## config.mk

```make
export PLATFORM = sky130hd
export DESIGN_NAME = pwm_multi
export DESIGN_NICKNAME = d
export VERILOG_FILES = /design/src/rtl/pwm_multi.sv
export SDC_FILE = /design/constraint.sdc
export NUM_CORES = 1
export LEC_CHECK = 0
export CORE_ASPECT_RATIO = 2
export CORE_MARGIN = 3
export CORE_UTILIZATION = 60
export CTS_BUF_LIST = sky130_fd_sc_hd__clkbuf_2
export DETAILED_ROUTE_END_ITERATION = 10
export PLACE_DENSITY_LB_ADDON = 0.1
export SKIP_CTS_REPAIR_TIMING = 1
export SYNTH_ARGS = -nofsm -noshare
export SYNTH_HDL_FRONTEND = slang
export SYNTH_SLANG_ARGS = --single-unit
export TNS_END_PERCENT = 5
```

## constraint.sdc

```tcl
create_clock -name clock -period 2.53 [get_ports clock]
set_input_delay 0.759 -clock clock [delete_from_list [all_inputs] [get_ports clock]]
set_output_delay 0.759 -clock clock [all_outputs]
set_load 0.005 [all_outputs]
```

## src/rtl/pwm_multi.sv

```systemverilog
// Multi-channel double-buffered PWM generator.
// A single period counter (edge or center aligned) feeds CHANNELS duty
// comparators. Period, duty and mode are written into shadow registers
// and copied to the active set at the period boundary, or on every cycle
// while disabled.

// One PWM channel: duty shadow/active pair plus its comparator.
module pwm_multi_lane #(
    parameter int WIDTH = 8
) (
    input  logic             clock,
    input  logic             reset,
    input  logic             wr_i,
    input  logic             commit_i,
    input  logic             en_i,
    input  logic [WIDTH-1:0] wr_data_i,
    input  logic [WIDTH-1:0] cont_i,
    output logic             out_o
);
    logic [WIDTH-1:0] sh_q, sh_d, act_q, act_d;

    // Shadow takes the last write; active picks up the pre-edge shadow on commit.
    always_comb begin
        sh_d  = wr_i ? wr_data_i : sh_q;
        act_d = commit_i ? sh_q : act_q;
    end

    // Duty registers.
    always_ff @(posedge clock) begin
        if (reset) begin
            sh_q  <= '0;
            act_q <= '0;
        end else begin
            sh_q  <= sh_d;
            act_q <= act_d;
        end
    end

    assign out_o = en_i && (cont_i < act_q);
endmodule

module pwm_multi #(
    parameter  int WIDTH    = 8,
    parameter  int CHANNELS = 4,
    localparam int AW       = $clog2(CHANNELS + 1)
) (
    input  logic                clock,
    input  logic                reset,
    input  logic                io_en,
    input  logic                io_wr_valid,
    input  logic [AW-1:0]       io_wr_addr,
    input  logic [WIDTH-1:0]    io_wr_data,
    input  logic                io_mode,
    output logic [CHANNELS-1:0] io_out,
    output logic [WIDTH-1:0]    io_cont,
    output logic                io_period_end,
    output logic                io_pending
);
    logic [WIDTH-1:0] cnt_q, cnt_d;
    logic             dn_q, dn_d;
    logic [WIDTH-1:0] per_q, per_d, per_sh_q, per_sh_d;
    logic             mode_q, mode_d, mode_sh_q, mode_sh_d;
    logic             pend_q, pend_d;
    logic             wr_ok, wr_per, period_last, commit;

    assign wr_ok  = io_wr_valid && (io_wr_addr <= AW'(CHANNELS));
    assign wr_per = io_wr_valid && (io_wr_addr == AW'(CHANNELS));

    // Last cycle of a period; T==0 makes every cycle both first and last.
    assign period_last = (per_q == '0) ||
                         (mode_q ? (dn_q && cnt_q == WIDTH'(1)) : (cnt_q == per_q));
    // While disabled the active set tracks the shadows continuously.
    assign commit = !io_en || period_last;

    // Counter/direction, shadow and commit next-state.
    always_comb begin
        cnt_d     = cnt_q;
        dn_d      = dn_q;
        per_sh_d  = wr_per ? io_wr_data : per_sh_q;
        mode_sh_d = wr_ok ? io_mode : mode_sh_q;
        per_d     = commit ? per_sh_q : per_q;
        mode_d    = commit ? mode_sh_q : mode_q;
        // A write landing on the commit edge keeps pending set.
        pend_d    = commit ? wr_ok : (pend_q || wr_ok);
        if (commit) begin
            cnt_d = '0;
            dn_d  = 1'b0;
        end else if (!mode_q) begin
            cnt_d = cnt_q + WIDTH'(1);
        end else if (dn_q) begin
            cnt_d = cnt_q - WIDTH'(1);
        end else begin
            cnt_d = cnt_q + WIDTH'(1);
            dn_d  = ((cnt_q + WIDTH'(1)) == per_q);
        end
    end

    // Shared counter, period/mode registers and pending flag.
    always_ff @(posedge clock) begin
        if (reset) begin
            cnt_q     <= '0;
            dn_q      <= 1'b0;
            per_q     <= '1;
            per_sh_q  <= '1;
            mode_q    <= 1'b0;
            mode_sh_q <= 1'b0;
            pend_q    <= 1'b0;
        end else begin
            cnt_q     <= cnt_d;
            dn_q      <= dn_d;
            per_q     <= per_d;
            per_sh_q  <= per_sh_d;
            mode_q    <= mode_d;
            mode_sh_q <= mode_sh_d;
            pend_q    <= pend_d;
        end
    end

    for (genvar n = 0; n < CHANNELS; n++) begin : g_lane
        pwm_multi_lane #(.WIDTH(WIDTH)) u_lane (
            .clock     (clock),
            .reset     (reset),
            .wr_i      (io_wr_valid && (io_wr_addr == AW'(n))),
            .commit_i  (commit),
            .en_i      (io_en),
            .wr_data_i (io_wr_data),
            .cont_i    (cnt_q),
            .out_o     (io_out[n])
        );
    end

    assign io_cont       = cnt_q;
    assign io_period_end = io_en && (cnt_q == '0) && !dn_q;
    assign io_pending    = pend_q;
endmodule

```

==> results by group, run 1 <==
Critical path
  • CP startpoint: io_cont[3]$_SDFF_PP0_
  • Crit start category: flop
  • Cell depth of the worst flop-to-flop path: 8
  • Crit Path Class: reg2out
  • Critical path buffers and inverters: 3
  • CP peak stage delay: between 0.4 and 0.5 ns
  • Crit path top cell by count: buf_4
  • Critical path fanouts, max: 3
  • Critical path required time: about 1.8 ns
  • Worst setup path endpoint: io_out[2]
  • Reg-to-Reg Start: io_cont[3]$_SDFF_PP0_
  • Critical path's slowest cell: dfxtp_4
  • Crit Reg-Reg Endpoint: g_lane[1].u_lane.act_q[3]$_SDFFE_PP0P_
  • R2r setup slk: 0.30 ns
  • Crit-path cells: buf_4 > buf_4 > ha_1 > a21boi_1 > o211ai_1 > o2bb2ai_1 > buf_2
  • Crit path DAT: about 2.2 ns
  • CP top delay family: compound AO/OA/AOI/OAI gates
  • Critical path endpoint category: output pin
  • Critical Path Stages: 7

STA
  • Fmax: approximately 0.34 GHz
  • Final worst slack: -0.387 ns
  • Slew Limit Fails: 0
  • Min Tclk post-route: roughly 2.9 ns
  • Final Setup Violations: 6
  • WHS: between 0.4 and 0.5 ns
  • Slew HR: 72.4%
  • Slew @ Worst Pin: 0.413 ns
  • Clk_skew: 0.0318 ns
  • RSZ-0062 raised after global routing: true
  • Endpoints failing hold: 0
  • Part of the cycle the worst path needs: 115%

Hold path
  • Hold Path Class: reg2reg

Placement
  • Placer Congestion: between 0.9 and 1
  • Placed cell areas: a little under 5000 µm²
  • HPWL Detailed: approximately 8000 µm
  • DP Worst Slack: -0.826 ns
  • Port Buffers: 29

Floorplanning
  • FP Rows: 44
  • Die height: 129 µm
  • Top-level port count: 30
  • Die Wd: 67.3 µm
  • Core ar.: 7270 µm²
  • Initial Utilization: a little over 60%
  • Die Area: around 8700 µm²

Synth
  • YS warnings: 0
  • Mapped Nets: roughly 580
  • Count of different cell masters after synthesis: 42
  • Primary FF master, synth: dfxtp_1
  • Synth Area in Simple Gates: 19.1%
  • Largest family of logic cells by synthesized area: simple AND/OR/NAND/NOR gates
  • Mux cell area share after synthesis: 7.32%
  • Synth Area in Adders: slightly below 9%
  • Synthesis-stage register bit count: between 90 and 100
  • Async SR Flop Fraction: 0%
  • Syn Area/Cell: approximately 8.5 µm²
  • Post-Syn Area: 4510 µm²
  • Post-synth EDFFs: 0
  • Cell count after synthesis: 530
  • Post-synthesis xor/xnor area fraction: under 10%
  • Post-synthesis compound-gate area fraction: about an eighth
  • Sequential area share after synthesis: between 40% and 50%

Detailed routing
  • DRC Markers: 0
  • Vias/cell: around 5.4
  • Routed wire length: between 10000 and 15000 µm
  • Wire per inst: about 16 µm
  • Drt initial violations: around 170
  • Antenna-violating nets left: 0
  • Via count: ~3700
  • First-pass DRT Iterations: 6

Global routing
  • Initial antenna violation count: 1
  • First-pass GRT wire length: ~18000 µm
  • Gr usage total: 28.1%
  • Largest net degree at the start of global routing: 84
  • Number of global-route vias before repair: 3726
  • Total congestion overflow: 0

Power
  • Pleak: 2.21 nW
  • Peak VDD IR: roughly 0.41 mV
  • P per Cell Area: ~480 nW/µm²

Cells and area
  • Area growth syn-to-layout: 16.1%
  • Most common cell after layout, fill and taps aside: nand2_1
  • Fin nets: ~620
  • Design Area, Final: between 5000 and 6000 µm²
  • Fillers: about 610
  • Final Core Density: between 70 and 80%
  • Share of cells above drive strength 1: between 10% and 20%
  • Commonest non-fill, non-tap cells in the layout: nand2_1, dfxtp_1, nor2_1

Outcome
  • Failing checks: setup timing
  • Outcome: finished, violations left

CTS
  • Buffer levels on the longest clock path: 2
  • Num CTS Buffers: 9
  • Reg clk slew, reported paths: between 0.2 and 0.3 ns
  • Clk sinks: approximately 90
  • CTS Root Cell: clkbuf_2
  • TritonCTS clock tree: yes
  • H-tree depth: 3
  • Worst skew pair latency: ~0.57 ns

Run
  • Max cap viols: 0
==> flip-flops by register name (all words and copies together) (netlist names) <==
signal               count
mode_sh_q                1
io_cont                  8
io_pending               1
mode_q                   1
dn_q                     1
g_lane.u_lane.sh_q      32
g_lane.u_lane.act_q     32
per_sh_q                 8
per_q                    8
==> per-stage QoR <==
step	instances	total power (W)	setup TNS (ns)
final	672	0.00251	-1.66
after CTS	661	0.00252	-5.71
after global placement	645	0.00178	-3.66
after detailed placement	645	0.00179	-3.65
after floorplan	530	0.00169	0
after global routing	672	0.00261	-2.44
==> where the power goes <==
part           switching (W)  internal (W)
Sequential         0.0000227       0.00148
Clock               0.000510      0.000233
Combinational       0.000141      0.000120
Total               0.000674       0.00183
==> tightest hold or removal path, cell delays in order, from the launching register on <==
cell and delay (ns):
dfxtp_1 0.36, nand2_1 0.05, a21oi_1 0.05
==> cell usage after synthesis (3+ instances only) <==
library cell,count,area [µm²]
a21boi_0,10,75.1
nand3_1,8,40.0
and2_1,4,25.0
nand3b_1,9,67.6
mux2i_1,33,330
buf_6,4,45.0
nor2_1,58,218
xnor2_1,10,87.6
o2bb2ai_1,4,35.0
buf_4,5,37.5
xor2_1,9,78.8
a21oi_1,35,175
nand2_1,90,338
buf_2,3,15.0
o21a_1,5,37.5
nand2b_1,4,25.0
dfxtp_1,92,1840
o211ai_1,4,30.0
nor4_1,6,37.5
and3_1,3,18.8
o21ai_0,7,35.0
nor3_1,4,20.0
a211o_1,9,78.8
a2111oi_0,4,35.0
inv_1,44,165
ha_1,32,400
clkbuf_1,19,71.3
==> kinds of logic (layout without fill, tap and decap cells) <==
logic type / count (synthesis) / count (layout)
compound gates: 85 / 85
flops: 92 / 92
other cells: 0 / 1
mux: 33 / 33
simple gates: 194 / 194
xor+xnor: 19 / 19
fa+ha+maj: 32 / 32
buf+inv: 75 / 124
==> worst min-delay path by stage <==
stage / cells past startpoint / start / endpoint
6_report: 2 / g_lane[2].u_lane.sh_q[6]$_SDFFE_PP0P_ / g_lane[2].u_lane.sh_q[6]$_SDFFE_PP0P_
2_1_floorplan: 1 / per_sh_q[0]$_SDFFE_PP1P_ / per_q[0]$_SDFFE_PP1P_
3_5_place_dp: 2 / g_lane[2].u_lane.sh_q[7]$_SDFFE_PP0P_ / g_lane[2].u_lane.sh_q[7]$_SDFFE_PP0P_
3_3_place_gp: 2 / g_lane[0].u_lane.sh_q[2]$_SDFFE_PP0P_ / g_lane[0].u_lane.sh_q[2]$_SDFFE_PP0P_
4_1_cts: 2 / g_lane[2].u_lane.sh_q[7]$_SDFFE_PP0P_ / g_lane[2].u_lane.sh_q[7]$_SDFFE_PP0P_
5_1_grt: 1 / per_sh_q[1]$_SDFFE_PP1P_ / per_q[1]$_SDFFE_PP1P_
==> metal layers <==
| metal | track usage [%] | routed length (µm) |
|---|---|---|
| met1 | 29.1 | 4120 |
| met2 | 49.3 | 5810 |
| met3 | 5.85 | 438 |
| met4 | 18.2 | 656 |
| met5 | 0 | 0 |
==> final cells by class <==
type,instances,area (µm²),area share [%]
multi-input combinational,363,2380,45.4
sequential,92,1870,35.6
timing repair buffer,64,591,11.3
inverter,44,165,3.15
tap,92,115,2.20
clock inverter,7,76.3,1.46
clock buffer,9,45.0,0.860
antenna,1,2.50,0.0478
No activity file was read; power rests on OpenSTA's default activity.
==> run 2, diff against run 1 <==
==> constraint.sdc (replaced) <==
create_clock -name clock -period 3.61 [get_ports clock]
set_input_delay 1.083 -clock clock [delete_from_list [all_inputs] [get_ports clock]]
set_output_delay 1.083 -clock clock [all_outputs]
set_load 0.005 [all_outputs]
==> run 2 against run 1 <==
Net effect: the flow now finishes without violations; wire length down 1.7%; critical path depth down 1; hold slack about the same; clock skew down 0.0059 ns; global-route usage down 0.81 points; register-to-register slack better by 0.91 ns; die area unchanged; power down 29%; clock power down 26%; utilization down 2.2 points; critical endpoint is now io_out[0].
==> results by group, run 2 (same netlist as run 1, synthesis figures left out) <==
Outcome
  • Outcome: finished, final reports clean

CTS
  • CTS Root Cell: clkbuf_2
  • TritonCTS clock tree: yes
  • Worst skew pair latency: 0.54 ns (-0.03 ns)
  • Clk sinks: 92 (unchanged)
  • Buffer levels on the longest clock path: 2 (unchanged)
  • Num CTS Buffers: 9 (unchanged)
  • H-tree depth: 3 (unchanged)
  • Reg clk slew, reported paths: 0.22 ns (-0.05 ns)

Critical path
  • Critical path required time: 2.53 ns (+0.76 ns)
  • Crit Reg-Reg Endpoint: per_q[3]$_SDFFE_PP1P_
  • Critical path's slowest cell: clkdlybuf4s50_1
  • Crit-path cells: clkdlybuf4s50_1 > buf_12 > nand2b_1 > a2111oi_2 > o2bb2ai_1 > dlymetal6s2s_1
  • Critical Path Stages: 6 (-1)
  • CP peak stage delay: 0.51 ns (+0.09 ns)
  • CP top delay family: buffers and inverters
  • Critical path endpoint category: output pin
  • Crit Path Class: in2out
  • Critical path buffers and inverters: 3 (unchanged)
  • Critical path fanouts, max: 6 (+3)
  • R2r setup slk: 1.21 ns (+0.91 ns)
  • Crit start category: primary input
  • Reg-to-Reg Start: io_cont[6]$_SDFF_PP0_
  • Crit path DAT: 2.48 ns (+0.32 ns)
  • Cell depth of the worst flop-to-flop path: 8 (unchanged)

Cells and area
  • Share of cells above drive strength 1: 7.53% (-5.3 points)
  • Fillers: 624 (+3.1%)
  • Area growth syn-to-layout: 12.6%
  • Commonest non-fill, non-tap cells in the layout: nand2_1, dfxtp_1, nor2_1
  • Non-filler cells, final: 651 (-3.1%)
  • Fin nets: 602 (-3.2%)
  • Final Core Density: 69.9% (-2.2 points)
  • Biggest regs: g_lane.u_lane.act_q (32), g_lane.u_lane.sh_q (32)

Power
  • P per Cell Area: 351 nW/µm² (-27%)
  • Switching share of power: 24.9% (-2.0 points)
  • Net Sw Power: 0.000444 W (-34%)
  • Clock power frac: 30.8% (+1.1 points)
  • Cell Int Power: 0.00134 W (-27%)
  • Comb pwr share: 10.0% (-0.4 points)
  • Peak VDD IR: 0.284 mV (-31%)
  • Reg power frac: 59.2% (-0.7 points)
  • Design Power: 0.00178 W (-29%)
  • Pleak: 2.08 nW (-5.9%)

Hold path
  • Min-Delay Startpoint: g_lane[2].u_lane.sh_q[2]$_SDFFE_PP0P_
  • Hold Path Class: reg2reg
  • Worst Hold Depth: 2 (unchanged)
  • Hold EP: g_lane[2].u_lane.sh_q[2]$_SDFFE_PP0P_

STA
  • Min Tclk post-route: about 3.6 ns
  • Endpoints failing hold: 0 (unchanged)
  • Slew @ Worst Pin: 0.829 ns (+0.416 ns)
  • Clk_skew: 0.0259 ns (-0.00590 ns)
  • WHS: 0.471 ns (+0.000113 ns)
  • Slew HR: 44.7% (-28 points)
  • Final Setup Violations: 0 (-6)
  • Sum of negative setup slack: 0 ns (+1.66 ns)
  • Part of the cycle the worst path needs: a little under 100%
  • Fmax: ~0.28 GHz
  • Slew Limit Fails: 0 (unchanged)

Placement
  • Port Buffers: 29 (unchanged)
  • # placed instances: 635 (-1.6%)
  • HPWL Detailed: 7730 µm (-3.0%)
  • Placer Congestion: 0.861 (-4.6%)

Detailed routing
  • DRC Markers: 0 (unchanged)
  • Wire per inst: 16.6 µm (+1.5%)
  • Vias/cell: 5.58 (+2.5%)
  • Via count: 3631 (-0.74%)
  • Antenna-violating nets left: 0 (unchanged)
  • Drt initial violations: 147 (-11%)
  • First-pass DRT Iterations: 4 (-2)
  • Routed wire length: 10800 µm (-1.7%)

Floorplanning
  • FP Rows: 44 (unchanged)
  • Die Wd: 67.3 µm (unchanged)
  • Die Area: 8660 µm² (unchanged)
  • Core ar.: 7270 µm² (unchanged)
  • Die height: 129 µm (unchanged)
  • Top-level port count: 30 (unchanged)
  • Initial Utilization: 62.1% (unchanged)

Global routing
  • Gr usage total: 27.3% (-0.81 points)
  • Number of global-route vias before repair: 3605 (-3.2%)
  • First-pass GRT wire length: 17400 µm (-2.4%)
  • Total congestion overflow: 0 (unchanged)
  • Largest net degree at the start of global routing: 84 (unchanged)
  • Initial antenna violation count: 1 (unchanged)

Run
  • Max cap viols: 0 (unchanged)
-- run 2: cell types whose count changed in the layout (fill, tap and decap cells not counted), sizes merged --
cell	change
clkinvlp	-1
clkbuf	+1
buf	-23
bufinv	+1
inv	-1
clkdlybuf4s50	+3
dlymetal6s2s	-1
-- run 2: layout make-up --
type,instances,area (µm²),area share (%)
Clock inverter,6,80.1,1.58
Antenna cell,1,2.50,0.0493
Inverter,44,165,3.25
Tap cell,92,115,2.27
Timing Repair Buffer,44,428,8.43
Sequential cell,92,1840,36.3
Clock buffer,9,45.0,0.887
Multi-Input combinational cell,363,2400,47.2
-- run 2: stage by stage --
stage / setup WS, ns / area, µm²
floorplan: 0.781 / 4510
global placement: -0.349 / 4880
detailed placement: -0.378 / 4880
CTS: -0.454 / 5010
global route: -0.0406 / 5080
finish: 0.0446 / 5080
-- run 2: power groups by stage --
| stage | Combinational (W) | Clock, W | Sequential (W) |
|---|---|---|---|
| floorplan | 0.000110 | 0 | 0.00107 |
| global placement | 0.000169 | 0 | 0.00107 |
| detailed placement | 0.000173 | 0 | 0.00108 |
| CTS | 0.000174 | 0.000557 | 0.00106 |
| global route | 0.000193 | 0.000614 | 0.00106 |
| finish | 0.000178 | 0.000548 | 0.00106 |
-- run 2: worst reg2reg max path: stages (launching register included) --
cell and delay, ns:
dfxtp_1 0.63, buf_4 0.23, xor2_1 0.11, nor4_1 0.29, nand3_1 0.19, o311ai_4 0.15, buf_12 0.34, nor2_1 0.09
a211o_1 0.28
-- run 2: worst max-delay path by stage --
stage	endpoint	start	slack, ns
6_report	io_out[0]	io_en	0.04
3_3_place_gp	io_out[2]	io_en	-0.35
3_5_place_dp	io_out[1]	io_en	-0.38
4_1_cts	io_out[1]	io_en	-0.45
5_1_grt	io_out[0]	io_en	-0.04
2_1_floorplan	io_out[0]	io_en	0.78
-- run 2: routing by layer --
metal | routed length, µm | vias up | global-route usage [%]
met1 | 4180 | 1684 | 28.7
met5 | 0 | - | 0
met3 | 436 | 33 | 6.03
met4 | 492 | 0 | 16.3
met2 | 5720 | 103 | 47.9
li1 | - | 1811 | -
==> run 3, diff against run 2 <==
--- a/config.mk
+++ b/config.mk
@@ -5,12 +5,14 @@
 export SDC_FILE = /design/constraint.sdc
 export NUM_CORES = 1
 export LEC_CHECK = 0
+export CELL_PAD_IN_SITES_DETAIL_PLACEMENT = 1
+export CELL_PAD_IN_SITES_GLOBAL_PLACEMENT = 1
 export CORE_ASPECT_RATIO = 2
 export CORE_MARGIN = 3
-export CORE_UTILIZATION = 60
-export CTS_BUF_LIST = sky130_fd_sc_hd__clkbuf_2
+export CORE_UTILIZATION = 48
+export CTS_BUF_LIST = sky130_fd_sc_hd__clkbuf_4 sky130_fd_sc_hd__clkbuf_8 sky130_fd_sc_hd__clkbuf_16
 export DETAILED_ROUTE_END_ITERATION = 10
-export PLACE_DENSITY_LB_ADDON = 0.1
+export PLACE_DENSITY = 0.85
 export SKIP_CTS_REPAIR_TIMING = 1
 export SYNTH_ARGS = -nofsm -noshare
 export SYNTH_HDL_FRONTEND = slang
==> run 3 against run 2 <==
Net effect: sequential share of layout area decreased by 1.5 points; combinational power rose by 2%; via count increased by 3.1%; final cell count is 1.5% higher; wire length grew 22%; setup slack improved by 0.047 ns; register-to-register slack got worse by 0.20 ns; cell area grew 4.1%; count of clock-buffer cells in the layout grew 1; largest cell class unchanged.
==> results by group, run 3 (same netlist as run 1, synthesis figures left out) <==
Outcome
  • Outcome: finished, final reports clean

CTS
  • Worst skew pair latency: 0.35 ns (-0.19 ns)
  • TritonCTS clock tree: yes
  • CTS Root Cell: clkbuf_16
  • Reg clk slew, reported paths: 0.06 ns (-0.16 ns)
  • H-tree depth: 3 (unchanged)
  • Buffer levels on the longest clock path: 2 (unchanged)
  • Num CTS Buffers: 9 (unchanged)
  • Clk sinks: 92 (unchanged)

STA
  • Slew Limit Fails: 0 (unchanged)
  • Part of the cycle the worst path needs: 97.5% (-1.3 points)
  • Clk_skew: 0.00897 ns (-0.0169 ns)
  • Slew HR: 44.9% (+0.17 points)
  • Slew @ Worst Pin: 0.826 ns (-0.00253 ns)
  • RSZ-0062 raised after global routing: false
  • Final Setup Violations: 0 (unchanged)
  • WHS: 0.456 ns (-0.0146 ns)
  • Endpoints failing hold: 0 (unchanged)
  • Sum of negative setup slack: 0 ns (unchanged)
  • Fmax: 0.284 GHz (+1.3%)
  • Min Tclk post-route: 3.52 ns (-0.0470 ns)

Detailed routing
  • Vias/cell: 5.67 (+1.6%)
  • First-pass DRT Iterations: 4 (unchanged)
  • Wire per inst: 19.9 µm (+20%)
  • Drt initial violations: 110 (-25%)
  • Via count: 3745 (+3.1%)
  • Antenna-violating nets left: 0 (unchanged)
  • Routed wire length: 13200 µm (+22%)
  • DRC Markers: 0 (unchanged)

Placement
  • Placer Congestion: 0.926 (+7.5%)
  • Port Buffers: 29 (unchanged)
  • HPWL Detailed: 9130 µm (+18%)

Power
  • Pleak: 2.19 nW (+4.9%)
  • P per Cell Area: 438 nW/µm² (+25%)
  • Peak VDD IR: 0.492 mV (+74%)

Critical path
  • Critical path required time: 2.53 ns (about the same)
  • Critical path endpoint category: output pin
  • Cell depth of the worst flop-to-flop path: 8 (unchanged)
  • Critical path fanouts, max: 6 (unchanged)
  • R2r setup slk: 1.01 ns (-0.20 ns)
  • Crit Path Class: in2out
  • Crit path DAT: 2.44 ns (-0.04 ns)
  • Crit start category: primary input

Cells and area
  • Multi-input logic area: 2370 µm² (-1.0%)
  • Seq. cell area: 1840 µm² (-0.14%)
  • Fillers: 1052 (+69%)
  • Fin nets: 602 (unchanged)
  • Biggest regs: g_lane.u_lane.act_q (32), g_lane.u_lane.sh_q (32)
  • Area growth syn-to-layout: 17.2%
  • Diode count: 0 (-1)
  • Most common cell after layout, fill and taps aside: dfxtp_1
  • Commonest non-fill, non-tap cells in the layout: dfxtp_1, nand2_1, nor2_1
  • Share of cells above drive strength 1: 7.16% (-0.37 points)

Global routing
  • Initial antenna violation count: 0 (-1)
  • First-pass GRT wire length: 20900 µm (+20%)
  • Total congestion overflow: 0 (unchanged)
  • Gr usage total: 26.8% (-0.55 points)
  • Largest net degree at the start of global routing: 84 (unchanged)
  • Number of global-route vias before repair: 4119 (+14%)

Floorplanning
  • FP Rows: 49 (+11%)
  • Core ar.: 9070 µm² (+25%)
  • Top-level port count: 30 (unchanged)
  • Die height: 143 µm (+11%)
  • Initial Utilization: 49.7% (-12 points)
  • Die Area: 10700 µm² (+23%)
  • Die Wd: 74.6 µm (+11%)

Hold path
  • Worst Hold Depth: 2 (unchanged)
  • Hold Path Class: reg2reg

Run
  • Max cap viols: 0 (unchanged)
==> run 3: cell types whose count changed in the layout (fill, tap and decap cells not counted), sizes merged <==
cell,previous run,this run
bufinv,2,3
clkinv,3,1
diode,1,0
dlymetal6s2s,4,5
inv,44,45
==> run 3: path summary, 6_finish.rpt <==
path,startpoint,endpoint
min reg2reg,g_lane[1].u_lane.sh_q[3]$_SDFFE_PP0P_,g_lane[1].u_lane.sh_q[3]$_SDFFE_PP0P_
max,io_en,io_out[0]
max reg2reg,io_cont[4]$_SDFF_PP0_,g_lane[3].u_lane.act_q[3]$_SDFFE_PP0P_
min,g_lane[1].u_lane.sh_q[3]$_SDFFE_PP0P_,g_lane[1].u_lane.sh_q[3]$_SDFFE_PP0P_
==> run 3: cell type report <==
cell class / instances / area share [%]
Clock buffer: 10 / 4.40
Multi-Input combinational cell: 363 / 44.9
Inverter: 44 / 3.12
Tap cell: 102 / 2.41
Clock inverter: 6 / 2.11
Timing Repair Buffer: 44 / 8.23
Sequential cell: 92 / 34.8
==> run 3: where the power goes <==
group	total [W]	switching (W)	internal [W]
Clock	0.00108	0.000394	0.000685
Sequential	0.00105	0.0000172	0.00104
Combinational	0.000182	0.000104	0.0000779
==> run 3: layer usage <==
metal  track usage (%)  vias to the layer above  wire [µm]
met5                 0                        -          0
met3              4.65                       36        447
met1              26.6                     1825       4840
met4              14.5                        0        614
met2              50.0                       79       7280
li1                  -                     1805          -
==> run 3: per-stage QoR <==
stage	std cells	setup slack, ns	area (µm²)	power [W]	util (%)
after floorplan	530	0.781	4510	0.00118	-
after global placement	645	-0.358	4890	0.00125	53.9
after detailed placement	645	-0.459	4890	0.00125	53.9
after CTS	661	-0.456	5240	0.00234	57.7
after global routing	661	0.0112	5290	0.00239	58.3
final	661	0.0916	5290	0.00232	58.3
==> run 3: worst max-delay path, cell delays in order <==
cell             delay, ns
clkdlybuf4s50_1       0.50
buf_12                0.14
nand2b_1              0.08
a2111oi_2             0.32
o2bb2ai_1             0.15
dlymetal6s2s_1        0.15
